===== src/rtl/mem_port_arbiter_if.sv =====
// Bundle between the in-core requesters, the arbiter and the cache port.
// slave: the arbiter's view. master: the side that drives requesters and the cache.
interface mem_port_arbiter_if #(
    parameter int NR_REQ          = 2,
    parameter int ADDR_W          = 32,
    parameter int DATA_W          = 32,
    parameter int MAX_OUTSTANDING = 4
);
    localparam int CNT_W = $clog2(MAX_OUTSTANDING) + 1;

    logic [NR_REQ-1:0]             req_valid_i;
    logic [NR_REQ-1:0][ADDR_W-1:0] req_addr_i;
    logic [NR_REQ-1:0]             req_ready_o;
    logic [NR_REQ-1:0]             rsp_valid_o;
    logic [DATA_W-1:0]             rsp_data_o;
    logic [NR_REQ-1:0]             rsp_ready_i;
    logic                          mem_req_valid_o;
    logic [ADDR_W-1:0]             mem_req_addr_o;
    logic                          mem_req_ready_i;
    logic                          mem_rsp_valid_i;
    logic [DATA_W-1:0]             mem_rsp_data_i;
    logic                          mem_rsp_ready_o;
    logic [CNT_W-1:0]              outstanding_o;
    logic                          err_o;

    modport slave (
        input  req_valid_i, req_addr_i, rsp_ready_i,
               mem_req_ready_i, mem_rsp_valid_i, mem_rsp_data_i,
        output req_ready_o, rsp_valid_o, rsp_data_o,
               mem_req_valid_o, mem_req_addr_o, mem_rsp_ready_o,
               outstanding_o, err_o
    );

    modport master (
        output req_valid_i, req_addr_i, rsp_ready_i,
               mem_req_ready_i, mem_rsp_valid_i, mem_rsp_data_i,
        input  req_ready_o, rsp_valid_o, rsp_data_o,
               mem_req_valid_o, mem_req_addr_o, mem_rsp_ready_o,
               outstanding_o, err_o
    );
endinterface


===== src/rtl/mem_port_arbiter.sv =====
// Round-robin sharing of the single cache request/response channel.
// An in-order owner FIFO remembers who issued each outstanding request so
// responses are routed back without any ID on the cache side.
//
//   state     | meaning
//   ST_FREE   | grant follows the round-robin scan
//   ST_LOCKED | cache stalled a request; grant held on r_lock_idx
module mem_port_arbiter #(
    parameter int NR_REQ          = 2,
    parameter int ADDR_W          = 32,
    parameter int DATA_W          = 32,
    parameter int MAX_OUTSTANDING = 4
) (
    input  logic               clk,
    input  logic               rstn,
    mem_port_arbiter_if.slave  bus
);
    localparam int IDX_W = (NR_REQ > 1) ? $clog2(NR_REQ) : 1;
    localparam int PTR_W = $clog2(MAX_OUTSTANDING);
    localparam int CNT_W = PTR_W + 1;

    typedef enum logic {ST_FREE = 1'b0, ST_LOCKED = 1'b1} lock_state_t;

    lock_state_t      r_state, w_state_nxt;
    logic [IDX_W-1:0] r_lock_idx;
    logic [IDX_W-1:0] r_rr_ptr;
    logic [IDX_W-1:0] r_owner [MAX_OUTSTANDING];
    logic [PTR_W-1:0] r_wr_ptr, r_rd_ptr;
    logic [CNT_W-1:0] r_count;
    logic             r_err;

    logic [IDX_W-1:0] w_rr_pick, w_grant, w_head;
    logic             w_lock, w_any, w_full, w_empty;
    logic             w_mem_req_valid, w_req_hs, w_stall, w_viol;
    logic             w_rsp_hs, w_stray;

    assign w_lock  = (r_state == ST_LOCKED);
    assign w_any   = |bus.req_valid_i;
    assign w_full  = (r_count == CNT_W'(MAX_OUTSTANDING));
    assign w_empty = (r_count == '0);
    assign w_grant = w_lock ? r_lock_idx : w_rr_pick;
    assign w_head  = r_owner[r_rd_ptr];

    // Full blocks issue even if a pop lands in the same cycle; reset gates everything.
    assign w_mem_req_valid = rstn && (w_any || w_lock) && !w_full;
    assign w_req_hs        = w_mem_req_valid && bus.mem_req_ready_i;
    assign w_stall         = w_mem_req_valid && !bus.mem_req_ready_i;
    assign w_viol          = w_lock && !bus.req_valid_i[r_lock_idx];
    assign w_rsp_hs        = rstn && !w_empty && bus.mem_rsp_valid_i && bus.rsp_ready_i[w_head];
    assign w_stray         = rstn && w_empty && bus.mem_rsp_valid_i;

    // Round-robin scan from r_rr_ptr upward; descending loop leaves the closest hit.
    always_comb begin
        w_rr_pick = r_rr_ptr;
        for (int k = NR_REQ - 1; k >= 0; k--) begin
            if (bus.req_valid_i[(int'(r_rr_ptr) + k) % NR_REQ])
                w_rr_pick = IDX_W'((int'(r_rr_ptr) + k) % NR_REQ);
        end
    end

    // Lock state register; the grant index is captured whenever the cache stalls.
    always_ff @(posedge clk) begin
        if (!rstn) begin
            r_state    <= ST_FREE;
            r_lock_idx <= '0;
        end else begin
            r_state <= w_state_nxt;
            if (w_stall)
                r_lock_idx <= w_grant;
        end
    end

    // Lock next state: a stall locks, a handshake or a dropped locked valid releases.
    always_comb begin
        w_state_nxt = r_state;
        case (r_state)
            ST_FREE:   if (w_stall) w_state_nxt = ST_LOCKED;
            ST_LOCKED: if (w_req_hs || w_viol) w_state_nxt = ST_FREE;
            default:   w_state_nxt = ST_FREE;
        endcase
    end

    // Request-side outputs, combinational from requester to cache.
    always_comb begin
        bus.req_ready_o = '0;
        if (w_req_hs)
            bus.req_ready_o[w_grant] = 1'b1;
        bus.mem_req_valid_o = w_mem_req_valid;
        bus.mem_req_addr_o  = bus.req_addr_i[w_grant];
    end

    // Response routing to the FIFO-head owner; stray responses are drained, not routed.
    always_comb begin
        bus.rsp_valid_o = '0;
        if (rstn && !w_empty && bus.mem_rsp_valid_i)
            bus.rsp_valid_o[w_head] = 1'b1;
        bus.mem_rsp_ready_o = rstn && (w_empty ? bus.mem_rsp_valid_i : bus.rsp_ready_i[w_head]);
        bus.rsp_data_o      = bus.mem_rsp_data_i;
        bus.outstanding_o   = rstn ? r_count : '0;
        bus.err_o           = rstn && r_err;
    end

    // Owner FIFO pointers, occupancy, round-robin pointer and sticky error.
    always_ff @(posedge clk) begin
        if (!rstn) begin
            r_wr_ptr <= '0;
            r_rd_ptr <= '0;
            r_count  <= '0;
            r_rr_ptr <= '0;
            r_err    <= 1'b0;
        end else begin
            if (w_req_hs) begin
                r_wr_ptr <= r_wr_ptr + 1'b1;
                r_rr_ptr <= (w_grant == IDX_W'(NR_REQ - 1)) ? '0 : w_grant + 1'b1;
            end
            if (w_rsp_hs)
                r_rd_ptr <= r_rd_ptr + 1'b1;
            case ({w_req_hs, w_rsp_hs})
                2'b10:   r_count <= r_count + 1'b1;
                2'b01:   r_count <= r_count - 1'b1;
                default: r_count <= r_count;
            endcase
            if (w_stray || w_viol)
                r_err <= 1'b1;
        end
    end

    // Owner storage; stale entries are harmless because r_count qualifies them.
    always_ff @(posedge clk) begin
        if (w_req_hs)
            r_owner[r_wr_ptr] <= w_grant;
    end
endmodule


===== src/flat_wrapper.sv =====
// flat-port wrapper written by rule: the top's interface ports become plain ports
module mem_port_arbiter_flat 
#(
    parameter int NR_REQ          = 2,
    parameter int ADDR_W          = 32,
    parameter int DATA_W          = 32,
    parameter int MAX_OUTSTANDING = 4
)
  (clk, rstn, bus_req_valid_i, bus_req_addr_i, bus_rsp_ready_i, bus_mem_req_ready_i, bus_mem_rsp_valid_i, bus_mem_rsp_data_i, bus_req_ready_o, bus_rsp_valid_o, bus_rsp_data_o, bus_mem_req_valid_o, bus_mem_req_addr_o, bus_mem_rsp_ready_o, bus_outstanding_o, bus_err_o);
  mem_port_arbiter_if #(.NR_REQ(NR_REQ), .ADDR_W(ADDR_W), .DATA_W(DATA_W), .MAX_OUTSTANDING(MAX_OUTSTANDING)) bus_i ();
  input  logic clk;
  input  logic rstn;
  input wire logic [$bits(bus_i.req_valid_i)-1:0] bus_req_valid_i;
  input wire logic [$bits(bus_i.req_addr_i)-1:0] bus_req_addr_i;
  input wire logic [$bits(bus_i.rsp_ready_i)-1:0] bus_rsp_ready_i;
  input wire logic [$bits(bus_i.mem_req_ready_i)-1:0] bus_mem_req_ready_i;
  input wire logic [$bits(bus_i.mem_rsp_valid_i)-1:0] bus_mem_rsp_valid_i;
  input wire logic [$bits(bus_i.mem_rsp_data_i)-1:0] bus_mem_rsp_data_i;
  output wire logic [$bits(bus_i.req_ready_o)-1:0] bus_req_ready_o;
  output wire logic [$bits(bus_i.rsp_valid_o)-1:0] bus_rsp_valid_o;
  output wire logic [$bits(bus_i.rsp_data_o)-1:0] bus_rsp_data_o;
  output wire logic [$bits(bus_i.mem_req_valid_o)-1:0] bus_mem_req_valid_o;
  output wire logic [$bits(bus_i.mem_req_addr_o)-1:0] bus_mem_req_addr_o;
  output wire logic [$bits(bus_i.mem_rsp_ready_o)-1:0] bus_mem_rsp_ready_o;
  output wire logic [$bits(bus_i.outstanding_o)-1:0] bus_outstanding_o;
  output wire logic [$bits(bus_i.err_o)-1:0] bus_err_o;
  assign bus_i.req_valid_i = bus_req_valid_i;
  assign bus_i.req_addr_i = bus_req_addr_i;
  assign bus_i.rsp_ready_i = bus_rsp_ready_i;
  assign bus_i.mem_req_ready_i = bus_mem_req_ready_i;
  assign bus_i.mem_rsp_valid_i = bus_mem_rsp_valid_i;
  assign bus_i.mem_rsp_data_i = bus_mem_rsp_data_i;
  assign bus_req_ready_o = bus_i.req_ready_o;
  assign bus_rsp_valid_o = bus_i.rsp_valid_o;
  assign bus_rsp_data_o = bus_i.rsp_data_o;
  assign bus_mem_req_valid_o = bus_i.mem_req_valid_o;
  assign bus_mem_req_addr_o = bus_i.mem_req_addr_o;
  assign bus_mem_rsp_ready_o = bus_i.mem_rsp_ready_o;
  assign bus_outstanding_o = bus_i.outstanding_o;
  assign bus_err_o = bus_i.err_o;
  mem_port_arbiter #(.NR_REQ(NR_REQ), .ADDR_W(ADDR_W), .DATA_W(DATA_W), .MAX_OUTSTANDING(MAX_OUTSTANDING)) u_core (.clk(clk), .rstn(rstn), .bus(bus_i));
endmodule

===== config.mk =====
export PLATFORM = sky130hd
export DESIGN_NAME = mem_port_arbiter_flat
export DESIGN_NICKNAME = d
export VERILOG_FILES = /design/src/rtl/mem_port_arbiter_if.sv /design/src/rtl/mem_port_arbiter.sv /design/src/flat_wrapper.sv
export SDC_FILE = /design/constraint.sdc
export NUM_CORES = 1
export LEC_CHECK = 0
export CORE_UTILIZATION = 30
export DETAILED_ROUTE_END_ITERATION = 7
export HOLD_SLACK_MARGIN = 0.05
export PLACE_DENSITY = 0.87
export SLEW_MARGIN = 40
export SYNTH_ARGS = -nofsm -noshare
export SYNTH_HDL_FRONTEND = slang
export SYNTH_SLANG_ARGS = --single-unit
export TNS_END_PERCENT = 5

===== constraint.sdc =====
create_clock -name clk -period 5.9 [get_ports clk]
set_input_delay 1.18 -clock clk [delete_from_list [all_inputs] [get_ports clk]]
set_output_delay 1.18 -clock clk [all_outputs]
set_load 0.02 [all_outputs]

Yosys cells after proc, flatten, opt, wreduce, memory -nomap -nowiden
Memories as Yosys holds them, arrays and structs flattened. A register that Yosys moved wholly into a read port is not among the register bits.
Index checks and enable logic that the tools add are counted.
Operators by class
  add/subtract/negate cells: 6
  $lt $le $gt $ge: 7
  equal/unequal tests: 3
  muxes and demuxes: 31
  bitwise logic cells: 2
  reduce and logical (&&, ||, !) cells: 24
Operator list (count)
  32-bit 2-to-1 mux: 2
  1-bit 2-to-1 mux: 20
  1-bit logical AND: 14
  1-bit by 2-bit less-than comparator with 1-bit output (second input constant): 4
  2-bit 2-to-1 mux: 4
  3-bit case mux with 2 select lines: 1
  2-bit by 1-bit adder with 2-bit output (second input constant): 2
  1-bit zero test: 4
  3-bit by 1-bit adder with 3-bit output (second input constant): 1
  3-bit == test (second input constant): 1
  3-bit zero test: 1
  1-bit logical OR: 3
  2-bit by 3-bit less-than comparator with 1-bit output (second input constant): 1
  3-bit 2-to-1 mux: 1
  3-bit by 1-bit subtractor with 3-bit output (second input constant): 1
  1-bit adder (second input constant): 2
  1-bit demux with 1-bit select: 2
  2-bit by 1-bit == test with 1-bit output (second input constant): 1
  2-bit == test (second input constant): 1
  1-bit greater-or-equal comparator (second input constant): 2
  1-bit case mux with 2 select lines: 1
  2-bit nonzero test: 1
  2-bit OR reduction: 1
  1-bit bitwise AND (first input constant): 1
  1-bit NOT: 1
Storage, ports and cells
  register bits after elaboration: 11
  bits in writable memories: 4
  memories: 1
Memory list
  u_core.r_owner: depth 4, width 1, rd ports 1, clocked after Yosys merged registers in 1, wr ports 1, RTL line mem_port_arbiter.sv:27  | logic [IDX_W-1:0] r_owner [MAX_OUTSTANDING];

Longest topological paths before layout
  depth in word-level cells: 13
  mapped depth: 10
  depth with buffers taken out: 9

Worst setup path before layout
No wires, ideal clock.
  path type: input to output
  start: input bus_req_valid_i[0]
  end: output bus_mem_req_addr_o[0]
  arrival: 2.356 ns
  slack: 2.364 ns
  stages on the path: 4
  buffers on the path: 1
  cells stage by stage: a21boi_1 o31ai_4 buf_6 mux2_2
On the way
  word-level cells in the longest chain between the ends: 8
RTL lines
  start, declared: RTL line flat_wrapper.sv:13  | input wire logic [$bits(bus_i.req_valid_i)-1:0] bus_req_valid_i;
  1-bit 2-to-1 mux (implied by the code) (3 in a row): RTL line mem_port_arbiter.sv:56  | if (bus.req_valid_i[(int'(r_rr_ptr) + k) % NR_REQ])
  1-bit 2-to-1 mux: RTL line mem_port_arbiter.sv:56
  1-bit 2-to-1 mux *: RTL line mem_port_arbiter.sv:56
  1-bit 2-to-1 mux *: RTL line mem_port_arbiter.sv:41  | assign w_grant = w_lock ? r_lock_idx : w_rr_pick;
  via u_core.w_grant: RTL line mem_port_arbiter.sv:32  | logic [IDX_W-1:0] w_rr_pick, w_grant, w_head;
  32-bit 2-to-1 mux (implied by the code) * (2 in a row): RTL line mem_port_arbiter.sv:89  | bus.mem_req_addr_o = bus.req_addr_i[w_grant];
  end, declared: RTL line flat_wrapper.sv:23  | output wire logic [$bits(bus_i.mem_req_addr_o)-1:0] bus_mem_req_addr_o;
Mark *: on every way through the listed nets, which the timed path passes. The rest lies on a longest branch. The select of a mux whose other input is x is not followed.

Worst setup path in the final report
  start: input bus_req_valid_i[1]
  end: output bus_mem_req_addr_o[4]
On the way
  word-level cells in the longest chain between the ends: 8
RTL lines (RTL line)
  1-bit 2-to-1 mux (implied by the code) (3 in a row): mem_port_arbiter.sv:56
  1-bit 2-to-1 mux: mem_port_arbiter.sv:56
  1-bit 2-to-1 mux *: mem_port_arbiter.sv:56
  1-bit 2-to-1 mux *: mem_port_arbiter.sv:41
  32-bit 2-to-1 mux (implied by the code) * (2 in a row): mem_port_arbiter.sv:89
Every way passes the cells marked *; elsewhere a longest branch is shown, timed or not. The select of a mux whose other input is x is not followed.

==> impl_metrics.ini <==
[status]
outcome = finished, final reports clean

[sta]
drv_slew = 0
fin_crit_ps = 4627
hold_viol_final = 0
hold_ws_ps = 462.0
max_freq_ghz = 0.2161
grt_setup_unrepaired = no
tightestPinTransition_ps = 544.6
setup_ws_ps = 1273
setup_viol = 0
fin_skew_ps = 3.113
period_share = 0.7843
relSlewSlack = 0.6354
tns_ps = 0

[logic_synthesis]
synth_area_sq_um = 1572
ys_top_cells_by_area = mux2_2 (23%), dfxtp_1 (17%), buf_4 (15%)
synth_top_area_share = 0.2293
ys_top_cells_by_count = buf_4 (32), mux2_2 (32), and2_1 (14), dfxtp_1 (13)
ys_seq_area_frac = 0.2420
syn-num-nets = 267
synth_cell_types = 33
yosys-mux-area-fraction = 0.3025
yosysTopAreaCell = mux2_2
yosys_warnings = 0
synth-compound-area-share = 0.05175
synth_edf_count = 4
synthArstFlopShare = 0
synth-xor-area-share = 0.01672
synthSimpleGateAreaFrac = 0.1377
postSynthCellCount = 157
synth_top_family_by_area = multiplexers
synth.avg_cell_area_sq_um = 10.01
yosys_most_used_dff = dfxtp_1
synth_seq_cells = 17
synth-adder-area-share = 0.05255

[floorplanning]
dieArea_sq_um = 5532
io_pins = 178
coreArea_sq_um = 4880
die_width_um = 74.38
rows = 25
start_util = 0.3221
dieHeight_um = 74.38

[drt]
drt_iter0_markers = 42
wl_per_cell_um = 13.64
first_pass_iters = 2
vias = 1353
drc = 0
wirelength_mm = 4.175
via_per_inst = 4.422
ant_nets = 0

[setup_path]
path_class = in -> out
critical_path_arrival_ps = 3450
crit_fanout = 40
cp_data_required_time_ps = 4720
endpoint_kind = primary output
start_kind = primary input

[cts]
cts_tree = yes
cts_inserted_buffers = 3
cts_setup_buffers = 0
cts.path.max_buffers = 2
clk_latency_ps = 250
cts-htree-levels = 1
cts_sinks = 17
root_buffer = clkbuf_8
post_cts_resize_count = 0
clk_pin_slew_ps = 60
postCtsHoldBufs = 0

[min_path]
hp-class = reg -> reg

[grt]
antenna_found_initial = 0
gr-usage-all-layers = 0.1453
overflow = 0
grt_pass1_wl_mm = 6.168
grt_pass1_vias = 1394
grt_start_max_net_pins = 41

[layout]
antenna_cells = 0
drive_gt1_frac = 0.1841
fin_nets = 350
area_growth_pct = 63.14
final_util = 0.5254

[run]
drv_cap = 0

[placed_design]
portBuffers = 113
dpl.hpwl_mm = 3.400
place_congestion = 0.7343
dp_worst_setup_slack_ps = 1253

[pwr]
power.leakage_nw = 0.9328
vdd_ir_drop_max_mv = 0.06368
power.density_nw_per_um2 = 162.8
finalPower_uw = 417.3
==> layout make-up <==
| class | instances | area, sq um |
|---|---|---|
| multi-input cells | 96 | 882.1 |
| clock buffers | 4 | 45.04 |
| repair buffers | 115 | 1146 |
| flip-flops and latches | 17 | 380.4 |
| inverters | 7 | 26.28 |
| fillers | 449 | 2316 |
| well taps | 67 | 83.83 |
==> through the flow <==
stage	instance area (sq um)	cells
floorplan	1572	157
global placement	2519	302
detailed placement	2519	302
CTS	2564	306
global route	2564	306
finish	2564	306
==> report_power, final <==
part	internal (mW)	switching (mW)	total, mW
Combinational	0.121	0.0804	0.201
Clock	0.0479	0.0383	0.0862
Sequential	0.125	0.00499	0.130
==> placed cells by master (no fill, tap or decap), types with 3 or more instances in the layout <==
cell / Yosys / final
clkdlybuf4s50_1: 0 / 113
mux2_2: 32 / 32
and2_1: 14 / 14
dfxtp_1: 13 / 13
inv_1: 7 / 7
nand2_1: 7 / 7
mux2i_1: 7 / 7
ha_1: 5 / 5
nor2_1: 4 / 4
nor2b_1: 4 / 4
edfxtp_1: 4 / 4
clkbuf_8: 0 / 3
==> critical path: stages <==
cell	delay [ps]
clkdlybuf4s50_1	540
a21boi_1	120
o31ai_4	210
buf_4	430
mux2_2	400
clkdlybuf4s50_1	550
==> cells by family (layout without fill, tap and decap cells) <==
group	after synthesis	after routing
multiplexers	41	41
buffers and inverters	44	126
AND/OR/NAND/NOR	37	37
XOR/XNOR	3	3
AO/OA/AOI/OAI	9	9
adder cells (fa/ha/maj)	6	6
flip-flops	17	17
==> layer usage <==
metal | global-route usage | wire, um | up-vias
met1 | 0.1563 | 1567 | 611
met4 | 0.03983 | 32 | 0
met5 | 0 | 0 | -
met2 | 0.2733 | 2175 | 77
met3 | 0.04336 | 399 | 3
li1 | - | - | 662
==> worst paths after layout <==
kind                                     from                             end  slack, ps  cells after the start
setup / recovery           bus_req_valid_i[1]           bus_mem_req_addr_o[4]       1270                      6
hold / removal      u_core.r_err$_SDFFE_PN0P_       u_core.r_err$_SDFFE_PN0P_        460                      1
setup reg to reg  u_core.r_owner[3]$_DFFE_PP_  u_core.r_count[2]$_SDFFE_PN0P_       3170                      9
hold reg to reg     u_core.r_err$_SDFFE_PN0P_       u_core.r_err$_SDFFE_PN0P_        460                      1
Note: power is estimated with default switching activity, not from simulation.
